## src/rtl/sram_pkg.sv

```systemverilog
// Shared types and constants for the sram_pipe memory model.
package sram_pkg;

    typedef enum logic {
        ST_CLEAR = 1'b0,
        ST_IDLE  = 1'b1
    } state_t;

    localparam int RD_LAT_MIN = 1;
    localparam int RD_LAT_MAX = 4;
    localparam int BYTE_W     = 8;

endpackage

```

## src/rtl/sram_rd_pipe.sv

```systemverilog
// Read return line: RD_LAT stages of {valid, err, data}, then the output
// registers, where DOUT only reloads on a valid read.
module sram_rd_pipe #(
    parameter int BW     = 32,
    parameter int RD_LAT = 1
) (
    input  logic          clk,
    input  logic          rst_n,
    input  logic          in_valid,
    input  logic          in_err,
    input  logic [BW-1:0] in_data,
    output logic [BW-1:0] dout,
    output logic          dvalid,
    output logic          err
);

    logic [RD_LAT-1:0] vld_q, vld_d;
    logic [RD_LAT-1:0] err_q, err_d;
    logic [BW-1:0]     dat_q [RD_LAT];
    logic [BW-1:0]     dat_d [RD_LAT];
    logic [BW-1:0]     dout_q, dout_d;
    logic              dvalid_q, dvalid_d;
    logic              err_out_q, err_out_d;

    always_comb begin
        vld_d    = '0;
        err_d    = '0;
        dat_d    = '{default: '0};
        vld_d[0] = in_valid;
        err_d[0] = in_err;
        dat_d[0] = in_data;
        for (int i = 1; i < RD_LAT; i++) begin
            vld_d[i] = vld_q[i-1];
            err_d[i] = err_q[i-1];
            dat_d[i] = dat_q[i-1];
        end
        dvalid_d  = vld_q[RD_LAT-1];
        err_out_d = vld_q[RD_LAT-1] & err_q[RD_LAT-1];
        dout_d    = vld_q[RD_LAT-1] ? dat_q[RD_LAT-1] : dout_q;
    end

    always_ff @(posedge clk or negedge rst_n) begin
        if (!rst_n) begin
            vld_q     <= '0;
            err_q     <= '0;
            for (int i = 0; i < RD_LAT; i++) begin
                dat_q[i] <= '0;
            end
            dout_q    <= '0;
            dvalid_q  <= 1'b0;
            err_out_q <= 1'b0;
        end else begin
            vld_q     <= vld_d;
            err_q     <= err_d;
            dat_q     <= dat_d;
            dout_q    <= dout_d;
            dvalid_q  <= dvalid_d;
            err_out_q <= err_out_d;
        end
    end

    assign dout   = dout_q;
    assign dvalid = dvalid_q;
    assign err    = err_out_q;

endmodule

```

## src/rtl/sram_pipe.sv

```systemverilog
// Single-port synchronous memory with byte enables, pipelined reads and a
// clear engine that fills the array with FILL after reset and on INIT.
module sram_pipe
    import sram_pkg::*;
#(
    parameter int          BW     = 32,
    parameter int          AW     = 4,
    parameter int          ENTRY  = 16,
    parameter int          RD_LAT = 1,
    parameter logic [BW-1:0] FILL = '0
) (
    input  logic            CLK,
    input  logic            RSTN,
    input  logic            CSN,
    input  logic            WEN,
    input  logic [AW-1:0]   A,
    input  logic [BW-1:0]   DI,
    input  logic [BW/8-1:0] BE,
    input  logic            INIT,
    output logic            READY,
    output logic [BW-1:0]   DOUT,
    output logic            DVALID,
    output logic            ERR
);

    localparam int            NB      = BW / BYTE_W;
    localparam int            IW      = (ENTRY > 1) ? $clog2(ENTRY) : 1;
    localparam logic [AW:0]   ENTRY_W = (AW+1)'(ENTRY);
    localparam logic [AW-1:0] LAST    = AW'(ENTRY - 1);

    if (BW <= 0 || (BW % BYTE_W) != 0) begin : g_chk_bw
        $error("sram_pipe: BW must be a positive multiple of 8");
    end
    if (ENTRY < 1 || ENTRY > (2 ** AW)) begin : g_chk_entry
        $error("sram_pipe: ENTRY must lie in 1..2**AW");
    end
    if (RD_LAT < RD_LAT_MIN || RD_LAT > RD_LAT_MAX) begin : g_chk_lat
        $error("sram_pipe: RD_LAT out of range");
    end

    logic [BW-1:0] ram_q [ENTRY];

    state_t        state_q, state_d;
    logic [AW-1:0] cnt_q, cnt_d;
    logic          ready_q, ready_d;

    logic          accept, a_in_range;
    logic          mem_we;
    logic [AW-1:0] mem_addr;
    logic [BW-1:0] mem_wd;
    logic [NB-1:0] mem_be;
    logic          rd_valid, rd_err;
    logic [BW-1:0] rd_data;

    assign accept     = (state_q == ST_IDLE) && !CSN;
    assign a_in_range = ({1'b0, A} < ENTRY_W);

    always_comb begin
        state_d  = state_q;
        cnt_d    = cnt_q;
        mem_we   = 1'b0;
        mem_addr = A;
        mem_wd   = DI;
        mem_be   = BE;
        unique case (state_q)
            ST_CLEAR: begin
                mem_we   = 1'b1;
                mem_addr = cnt_q;
                mem_wd   = FILL;
                mem_be   = '1;
                if (cnt_q == LAST) begin
                    state_d = ST_IDLE;
                    cnt_d   = '0;
                end else begin
                    cnt_d = cnt_q + 1'b1;
                end
            end
            ST_IDLE: begin
                mem_we = accept && !WEN && a_in_range;
                // The access on this edge still completes before the clear starts.
                if (INIT) begin
                    state_d = ST_CLEAR;
                    cnt_d   = '0;
                end
            end
            default: state_d = ST_CLEAR;
        endcase
        ready_d = (state_d == ST_IDLE);
    end

    always_ff @(posedge CLK or negedge RSTN) begin
        if (!RSTN) begin
            state_q <= ST_CLEAR;
            cnt_q   <= '0;
            ready_q <= 1'b0;
        end else begin
            state_q <= state_d;
            cnt_q   <= cnt_d;
            ready_q <= ready_d;
        end
    end

    // Array has no reset; the clear engine gives it deterministic contents.
    always_ff @(posedge CLK) begin
        if (mem_we) begin
            for (int i = 0; i < NB; i++) begin
                if (mem_be[i]) begin
                    ram_q[mem_addr[IW-1:0]][i*BYTE_W +: BYTE_W] <= mem_wd[i*BYTE_W +: BYTE_W];
                end
            end
        end
    end

    assign rd_valid = accept && WEN;
    assign rd_err   = !a_in_range;
    assign rd_data  = a_in_range ? ram_q[A[IW-1:0]] : '0;

    sram_rd_pipe #(
        .BW     (BW),
        .RD_LAT (RD_LAT)
    ) u_rd_pipe (
        .clk      (CLK),
        .rst_n    (RSTN),
        .in_valid (rd_valid),
        .in_err   (rd_err),
        .in_data  (rd_data),
        .dout     (DOUT),
        .dvalid   (DVALID),
        .err      (ERR)
    );

    assign READY = ready_q;

endmodule
```

## config.mk

```make
export PLATFORM = sky130hd
export DESIGN_NAME = sram_pipe
export DESIGN_NICKNAME = d
export VERILOG_FILES = /design/src/rtl/sram_pkg.sv /design/src/rtl/sram_rd_pipe.sv /design/src/rtl/sram_pipe.sv
export SDC_FILE = /design/constraint.sdc
export NUM_CORES = 1
export LEC_CHECK = 0
export BUFFER_PORTS_ARGS = -buffer_cell sky130_fd_sc_hd__buf_2
export CAP_MARGIN = 30
export CORE_MARGIN = 4
export CORE_UTILIZATION = 35
export DETAILED_ROUTE_END_ITERATION = 10
export PLACE_DENSITY_LB_ADDON = 0.08
export SLEW_MARGIN = 40
export SYNTH_ARGS = -nofsm -noshare
export SYNTH_HDL_FRONTEND = slang
export SYNTH_HIERARCHICAL = 1
export SYNTH_SLANG_ARGS = --single-unit
```

## constraint.sdc

```tcl
create_clock -name CLK -period 1.82 [get_ports CLK]
set_input_delay 0.364 -clock CLK [delete_from_list [all_inputs] [get_ports CLK]]
set_output_delay 0.364 -clock CLK [all_outputs]
set_load 0.05 [all_outputs]
```

Word level (Yosys, flattened, before mapping)
Memories as Yosys holds them, arrays and structs flattened. A register that Yosys moved wholly into a read port is not among the register bits.
Index checks and enable logic that the tools add are counted.
W data, S select, Z words.
- equal/unequal tests: 2
- reductions and logical operators: 6
- bitwise logic cells: 1
- add/subtract/negate cells: 1
- multiplexer cells: 22
- operators with widths (cell ; number):
    $mux W32 ; 1
    $mux W4 ; 4
    $mux W1 ; 14
    $pmux W4 S2 ; 1
    $add A4 B1 Y4 const B ; 1
    $eq A4 B4 Y1 const B ; 1
    $pmux W1 S2 ; 2
    $logic_and A1 B1 Y1 ; 3
    $logic_not A1 Y1 ; 3
    $ne A2 B2 Y1 const B ; 1
    $not A1 Y1 ; 1
- bits of input ports: 45
- memories kept: 1
- word-level logic and storage cells: 38
- bits in writable memories: 512
- flip-flop bits (word level): 39
- output and inout bits: 35
- memory list (memory ; words ; bits a word ; rd ports ; clocked after Yosys merged registers in ; wr ports ; RTL line ; RTL):
    ram_q ; 16 ; 32 ; 1 ; 1 ; 1 ; sram_pipe.sv:41 ; logic [BW-1:0] ram_q [ENTRY];

Logic depth before layout (Yosys ltp)
Gate-level depths: netlist (run 1).
- depth in word-level cells: 6
- gate-level depth with buffers: 7
- gate-level depth less buffers: 5

Cells and area by module
Netlist (run 1), hierarchy kept.
- modules (own cells, without submodules) (module ; times used ; sequential area each (µm²) ; area each (µm²) ; cells an instance):
    sram_pipe ; 1 ; 15499.9 ; 20066.7 ; 962
    sram_rd_pipe ; 1 ; 1701.6 ; 2248.4 ; 105

Worst setup path after synthesis (run 1)
Ideal clock, no wire load.
- path type: flip-flop to flip-flop
- start point: register, netlist name READY
- end point: memory ram_q[13][0], enable pin
- data required time: 1.450 ns
- setup slack: -0.304 ns
- setup time: 0.370 ns
- clock period less this slack: 2.124 ns
- arrival: 1.754 ns
- path buffers: 1
- stages on the path, launching flop included: 6
- path through: dfrtp_1 -> clkbuf_1 -> nand3_1 -> o21ai_1 -> nand2_1 -> nor2_1
- RTL lines (item ; RTL line):
    end: declaration ; sram_pipe.sv:41

==> results of run 1 <==
[synthesized netlist by cell type]
master | n | area, sq um
conb_1 | 1 | 3.75
dfrtp_1 | 73 | 1830
xnor2_1 | 1 | 8.76
nand2_1 | 46 | 173
inv_1 | 2 | 7.51
nand3b_1 | 2 | 15.0
nor3_1 | 2 | 10.0
o2bb2ai_1 | 1 | 8.76
a21o_1 | 3 | 22.5
clkbuf_1 | 28 | 105
edfxtp_1 | 512 | 15400
mux2_2 | 3 | 33.8
and2_1 | 34 | 213
buf_6 | 8 | 90.1
o22ai_1 | 23 | 144
nor2b_1 | 2 | 12.5
or2_1 | 1 | 6.26
mux4_2 | 128 | 2880
and3b_1 | 1 | 8.76
ha_1 | 1 | 12.5
mux2i_1 | 1 | 10.0
o21ai_1 | 4 | 20.0
buf_4 | 1 | 7.51
nand3_1 | 3 | 15.0
nand2b_1 | 4 | 25.0
nor2_1 | 80 | 300
a21boi_1 | 4 | 30.0
a32o_1 | 2 | 20.0
a2bb2oi_1 | 1 | 8.76
mux2_4 | 29 | 435
inv_2 | 1 | 3.75
a22oi_1 | 44 | 330
buf_2 | 18 | 90.1
buf_12 | 3 | 60.1
[per-layer routing]
metal / track usage, % / up-vias
li1: - / 4871
met3: 2.89 / 92
met5: 0 / -
met1: 22.9 / 5820
met4: 4.34 / 2
met2: 26.3 / 241
[state kept, by name, indices dropped and copies added (netlist names)]
signal / flops
cnt_q: 4
ram_q: 512
u_rd_pipe/dout: 32
u_rd_pipe/dat_q: 32
u_rd_pipe/err: 1
u_rd_pipe/dvalid_d: 1
READY: 1
u_rd_pipe/err_q: 1
u_rd_pipe/dvalid: 1
[cell families after synthesis]
kind of cell / count (synthesis) / share of synthesized area (%)
fa+ha+maj: 1 / 0.0561
buf+inv: 61 / 1.63
simple gates: 175 / 3.49
mux: 161 / 15.1
compound gates: 82 / 2.62
other cells: 1 / 0.0168
xor+xnor: 1 / 0.0393
flops: 585 / 77.1
[worst paths after layout]
kind	from	endpoint	slack (ps)	cells past startpoint
worst max-delay path	READY	ram_q[10][9]	-50	7
min in group asynchronous	RSTN	u_rd_pipe/dout[4]	370	3
worst min-delay path	CSN	u_rd_pipe/dvalid_d	70	2
max in group asynchronous	RSTN	u_rd_pipe/dat_q[16]	1050	3
worst min register to register	u_rd_pipe/err_q	u_rd_pipe/err	460	1
worst max register to register	READY	ram_q[10][9]	-50	7
[area by class of cell]
cell class,count,area (sq um),share of cell area (%)
inverter,3,11.3,0.0397
sequential,585,17200,60.6
timing repair buffer,252,2640,9.29
tap,846,1060,3.73
clock inverter,25,141,0.498
multi-input combinational,421,5340,18.8
antenna,1,2.50,0.00882
clock buffer,96,1980,6.99
[through the flow]
stage / utilization (%) / power [mW] / setup slack [ps] / setup TNS [ps]
floorplan: - / 23.7 / -119 / -41420
detailed placement: 39.9 / 27.6 / -236 / -65670
finish: 45.0 / 41.7 / -47.5 / -2820
global route: 45.0 / 43.6 / -108 / -17160
CTS: 43.9 / 41.2 / -75.1 / -3710
global placement: 39.9 / 27.5 / -242 / -76440
[power groups by stage]
stage,combinational (mW),clock [mW],sequential [mW]
6_report,10.1,12.9,18.8
5_1_grt,10.7,13.8,19.0
4_1_cts,9.17,13.3,18.8
3_5_place_dp,8.61,0,19.0
3_3_place_gp,8.54,0,19.0
2_1_floorplan,3.69,0,20.0
[cells in the final DEF, fill, tap and decap left out, types with 34 or more instances in the layout]
cell,netlist,final
edfxtp_1,512,512
mux4_2,128,128
nor2_4,0,40
buf_4,1,61
buf_2,18,75
buf_6,8,46
clkbuf_16,0,73
a22oi_1,44,44
dfrtp_1,73,67
and2_1,34,34
buf_12,3,50
[worst max-delay path: stages, from the launching register on]
cell and delay (ps):
dfrtp_2 450, buf_4 150, buf_4 110, a32o_2 310, nand2_2 100, buf_6 150
nor2_4 130, buf_12 150
[repair_timing]
item	in CTS	in global routing
resized for setup	79	138
pin swaps	10	18
hold buffers	3	0
hold endpoints to repair	77	0
setup endpoints to repair	543	569
buffers inserted	8	10
==> run_results.csv, run 1 <==
group,metric,value,unit
sta,slew_violations,0,
global_route,grt_pass1_vias,11600,
synth,ys_ff_latch,585,
clocking,cts_root_buffer,"clkbuf_16",
clocking,cts_buffers,66,
worst_setup_path,path_class,"flip-flop to flip-flop",
global_route,antenna_found_initial,1,
power,swShare,28.5,%
drt,via_count,11000,
clocking,htree_num_levels,3,
layout,fillerInstances,5477,
synth,synth_fp_nets,1113,
sta,max_slew.worst_pin.slew,715,ps
sta,timing.hold.ws,73.1,ps
drt,via_per_inst,4.95,
placement,globalplace.congestion,0.811,
outcome,violations,"negative setup slack",
clocking,clk_path_buf_depth,3,
power,p_sw,11.9,mW
sta,fmax,0.535,GHz
sta,setup_viol,129,
power,clkPwrFrac,30.8,%
placement,portBuffers,79,
drt,drc,0,
worst_setup_path,cp.arrival,2150,ps
sta,fin_crit_sh,103,%
floorplanning,io_pins,80,
power,p_leak,10.1,nW
layout,nets,1375,
global_route,grt_pass1_wl,79800,um
synth,yosys_warnings,6,
sta,fin_skew,23.5,ps
layout,instances_no_fill,2229,
power,comb_power_share,24.3,%
drt,routed_wl,54700,um
synth,syn_inst,1067,
synth,ys_seq_area_share,77.1,%
floorplanning,core,63100,sq um
clocking,clk_latency,590,ps
synth,syn_area,22300,sq um
floorplanning,row_count,92,
drt,met3_length,2040,um
worst_setup_path,cp-start-kind,"flip-flop",
clocking,clkTransAtPathRegs,60,ps
layout,postLayoutCellArea,28400,sq um
worst_setup_path,crit_required,2100,ps
power,p_int,29.8,mW
drt,wl_met2,26600,um
run,cap_viol_max_count,0,
placement,placed_cell_area,25200,sq um
drt,wl_per_cell,24.6,um
global_route,grt_max_degree,74,
floorplanning,die_w,261,um
sta,slew_headroom,52.4,%
min_path,hold_path_class,"input port to flip-flop",
drt,ant_nets,0,
sta,hold_viol,0,
clocking,tritoncts,"done",
global_route,gr-usage-all-layers,16.3,%
placement,hpwl,34700,um
layout,syn_to_final_growth,27.2,%
synth,syn_area_per_cell,20.9,sq um
drt,detail_route.first_pass.iterations,5,
power,power_frac_seq,44.9,%
clocking,cts.sinks,585,
drt,wl_met1,24900,um
worst_setup_path,crit_path_max_fanout,8,
floorplanning,die-area,67900,sq um
global_route,overflow,0,
placement,dp_cells,2086,
sta,rsz0062_at_grt,"true",
drt,routed.top_layer,"met5",
outcome,status,"complete, but fails checks",
power,ir_worst_vdd,0.704,mV
drt,drt_iter0_markers,662,
sta,setup_ws,-47.5,ps
power,power.density,1470,nW/um^2
layout,drive_above_1_share,43.3,%
floorplanning,start_util,35.4,%
synth,yosysUniqueCellTypes,34,
sta,finalCriticalPeriod,1870,ps
floorplanning,fp.dieH,261,um
worst_setup_path,critPathCaptureType,"flip-flop",
No activity file was read; power rests on OpenSTA's default activity.
==> inputs of run 2 (changes only) <==
--- a/config.mk
+++ b/config.mk
@@ -14,5 +14,4 @@
 export SLEW_MARGIN = 40
 export SYNTH_ARGS = -nofsm -noshare
 export SYNTH_HDL_FRONTEND = slang
-export SYNTH_HIERARCHICAL = 1
 export SYNTH_SLANG_ARGS = --single-unit
==> run_results.csv, run 2 <==
group,metric,value,unit
synth,synthArstFlopShare,12.2,%
synth,syn_inst,1173,
min_path,hold_path_class,"input port to flip-flop",
power,fin_total_pwr,41.8,mW
sta,finalCriticalPeriod,1860,ps
sta,slew_headroom,40.5,%
synth,synth_fp_nets,1219,
synth,ys_ff_latch,583,
worst_setup_path,critPathCaptureType,"flip-flop",
placement,dp_cells,2183,
drt,ant_nets,0,
synth,ys_top_cells_by_count,"edfxtp_1, mux2i_1, a22oi_1, mux4_2, dfrtp_1",
run,cap_viol_max_count,0,
synth,yosys_warnings,0,
floorplanning,io_pins,80,
synth,synth.area.top_cells,"edfxtp_1, dfrtp_1, mux4_2",
layout,fin_util,45.5,%
placement,portBuffers,78,
placement,globalplace.congestion,0.757,
worst_setup_path,crit_family,"buffers and inverters",
clocking,htree_num_levels,3,
clocking,cts_root_buffer,"clkbuf_16",
drt,via_count,11500,
sta,setup_viol,95,
global_route,grt_max_degree,72,
worst_setup_path,critPathBufInv,4,
power,ir_worst_vdd,0.804,mV
floorplanning,start_util,35.4,%
power,clkPwrFrac,31.3,%
clocking,clk_path_buf_depth,3,
drt,detail_route.first_pass.iterations,5,
layout,instances_no_fill,2336,
power,swShare,28.2,%
worst_setup_path,crit_required,2110,ps
worst_setup_path,cpMostUsedCell,"buf_6",
synth,yosysUniqueCellTypes,35,
floorplanning,fp.dieH,261,um
power,p_int,30.0,mW
worst_setup_path,cp-start-kind,"flip-flop",
layout,nets,1485,
worst_setup_path,path_class,"flip-flop to flip-flop",
synth,syn_area,22400,sq um
global_route,overflow,0,
sta,slew_violations,0,
synth,synth_top_cell_by_area,"edfxtp_1",
global_route,gr-usage-all-layers,16.8,%
worst_setup_path,crit_chain,"buf_6 > nand2b_4 > o32ai_4 > buf_4 > nand2_2 > buf_6 > nor2_4 > buf_12",
floorplanning,die_w,261,um
synth,ys.flop_type,"edfxtp_1",
layout,drive_above_1_share,38.4,%
sta,fin_crit_sh,102,%
clocking,tritoncts,"done",
global_route,grt_pass1_wl,83100,um
floorplanning,row_count,92,
worst_setup_path,cp.arrival,2140,ps
global_route,antenna_found_initial,0,
synth,yosysMostFrequentCell,"edfxtp_1",
synth,syn_area_per_cell,19.1,sq um
worst_setup_path,crit_path_max_fanout,8,
floorplanning,core,63200,sq um
outcome,violations,"negative setup slack",
synth,synth-edff-count,512,
sta,hold_viol,0,
layout,layout_commonest_cell,"edfxtp_1",
clocking,cts_buffers,66,
power,p_leak,10.5,nW
outcome,status,"complete, but fails checks",
clocking,clkTransAtPathRegs,60,ps
floorplanning,die-area,68000,sq um
power,power.density,1450,nW/um^2
drt,routed_wl,56400,um
layout,largest_reg_flops,512,
sta,rsz0062_at_grt,"true",
sta,setup_ws,-35.8,ps
sta,fin_skew,16.3,ps
worst_setup_path,cp_slowest_cell,"dfrtp_2",
clocking,cts.sinks,583,
power,power_frac_seq,44.4,%
layout,syn_to_final_growth,28.7,%
placement,hpwl,36400,um
synth,synth_top_area_share,68.8,%
sta,max_slew.worst_pin.slew,890,ps
sta,fmax,0.539,GHz
power,comb_power_share,24.3,%
drt,drc,0,
global_route,grt_pass1_vias,12300,
power,p_sw,11.8,mW
synth,ys_seq_area_share,76.7,%
clocking,clk_latency,580,ps
drt,via_per_inst,4.94,
drt,wl_per_cell,24.1,um
drt,drt_iter0_markers,769,
layout,final_cell_mix,"edfxtp_1, mux2i_1, a22oi_1, buf_4, buf_12",
layout,num_antenna_cells,0,
worst_setup_path,max_stage_delay,470,ps
## run 2: changes by cell type after synthesis, moves of 19 or more
cell,delta
a22oi_1,+46
buf_2,+19
mux2_2,+29
mux2_4,-29
mux2i_1,+103
mux4_2,-53
nand3_1,+25
o22ai_1,-19
## run 2: path summary, 6_finish.rpt
kind,startpoint,end,slack (ps),cells past startpoint
max,READY,ram_q[3][6],-40,8
max reg2reg,READY,ram_q[3][6],-40,8
min in group asynchronous,RSTN,u_rd_pipe.dat_q[19],380,3
min,INIT,cnt_q[1],60,2
min reg2reg,u_rd_pipe.dvalid_d,u_rd_pipe.dvalid,420,0
max in group asynchronous,RSTN,u_rd_pipe.dvalid_d,1020,3
## run 2: worst reg2reg max path, cell delays in order (launching register included)
cell	delay, ps
dfrtp_2	470
buf_6	170
nand2b_4	80
o32ai_4	140
buf_4	170
nand2_2	100
buf_6	170
nor2_4	120
buf_12	140
## run 2: area by class of cell
class | instances | area, sq um
inverter | 3 | 11.3
clock inverter | 22 | 213
fill | 5410 | 34400
timing repair buffer | 264 | 2890
sequential | 583 | 17200
tap | 846 | 1060
multi-input combinational | 521 | 5510
clock buffer | 97 | 1930
## run 2: kinds of logic (layout without fill, tap and decap cells)
family | Yosys count | in the layout | synth area share [%]
fa+ha+maj | 1 | 1 | 0.0559
flops | 583 | 583 | 76.7
compound gates | 110 | 110 | 3.68
mux | 212 | 212 | 13.9
buf+inv | 69 | 386 | 1.63
other cells | 1 | 1 | 0.0168
simple gates | 197 | 197 | 3.98
## run 2: what timing repair did
| item | in CTS | in global routing |
|---|---|---|
| hold endpoints to repair | 71 | 0 |
| gates resized for setup | 35 | 41 |
| buffers inserted | 23 | 10 |
| pin swaps | 20 | 17 |
| hold buffers | 1 | 0 |
| endpoints found under the setup margin | 566 | 622 |
## run 2: per-stage QoR
| step | hold slack [ps] | area (sq um) | setup TNS [ps] | worst slack [ps] |
|---|---|---|---|---|
| finish | 61.1 | 28800 | -1940 | -35.8 |
| global route | 26.1 | 28800 | -14110 | -99.3 |
| CTS | 11.8 | 28500 | -4330 | -60.9 |
| detailed placement | 409 | 25800 | -69730 | -259 |
| global placement | 409 | 25800 | -68540 | -235 |
| floorplan | 68.4 | 22800 | -17940 | -63.5 |
## run 2: metal layers
| metal | global-route usage, % | routed length (um) | share of wire [%] | up-vias |
|---|---|---|---|---|
| met5 | 0 | 0 | 0 | - |
| met4 | 4.25 | 886 | 1.6 | 0 |
| met3 | 2.57 | 2080 | 3.7 | 55 |
| met2 | 27.6 | 27700 | 49 | 212 |
| met1 | 23.5 | 25700 | 46 | 6064 |
| li1 | - | - | - | 5205 |
## run 2: power by group through the flow
stage	Combinational, mW	Sequential [mW]	Clock [mW]
3_3_place_gp	9.00	18.8	0
5_1_grt	10.8	18.8	14.1
2_1_floorplan	3.80	19.8	0
4_1_cts	9.91	18.6	13.5
3_5_place_dp	9.04	18.9	0
6_report	10.1	18.6	13.1
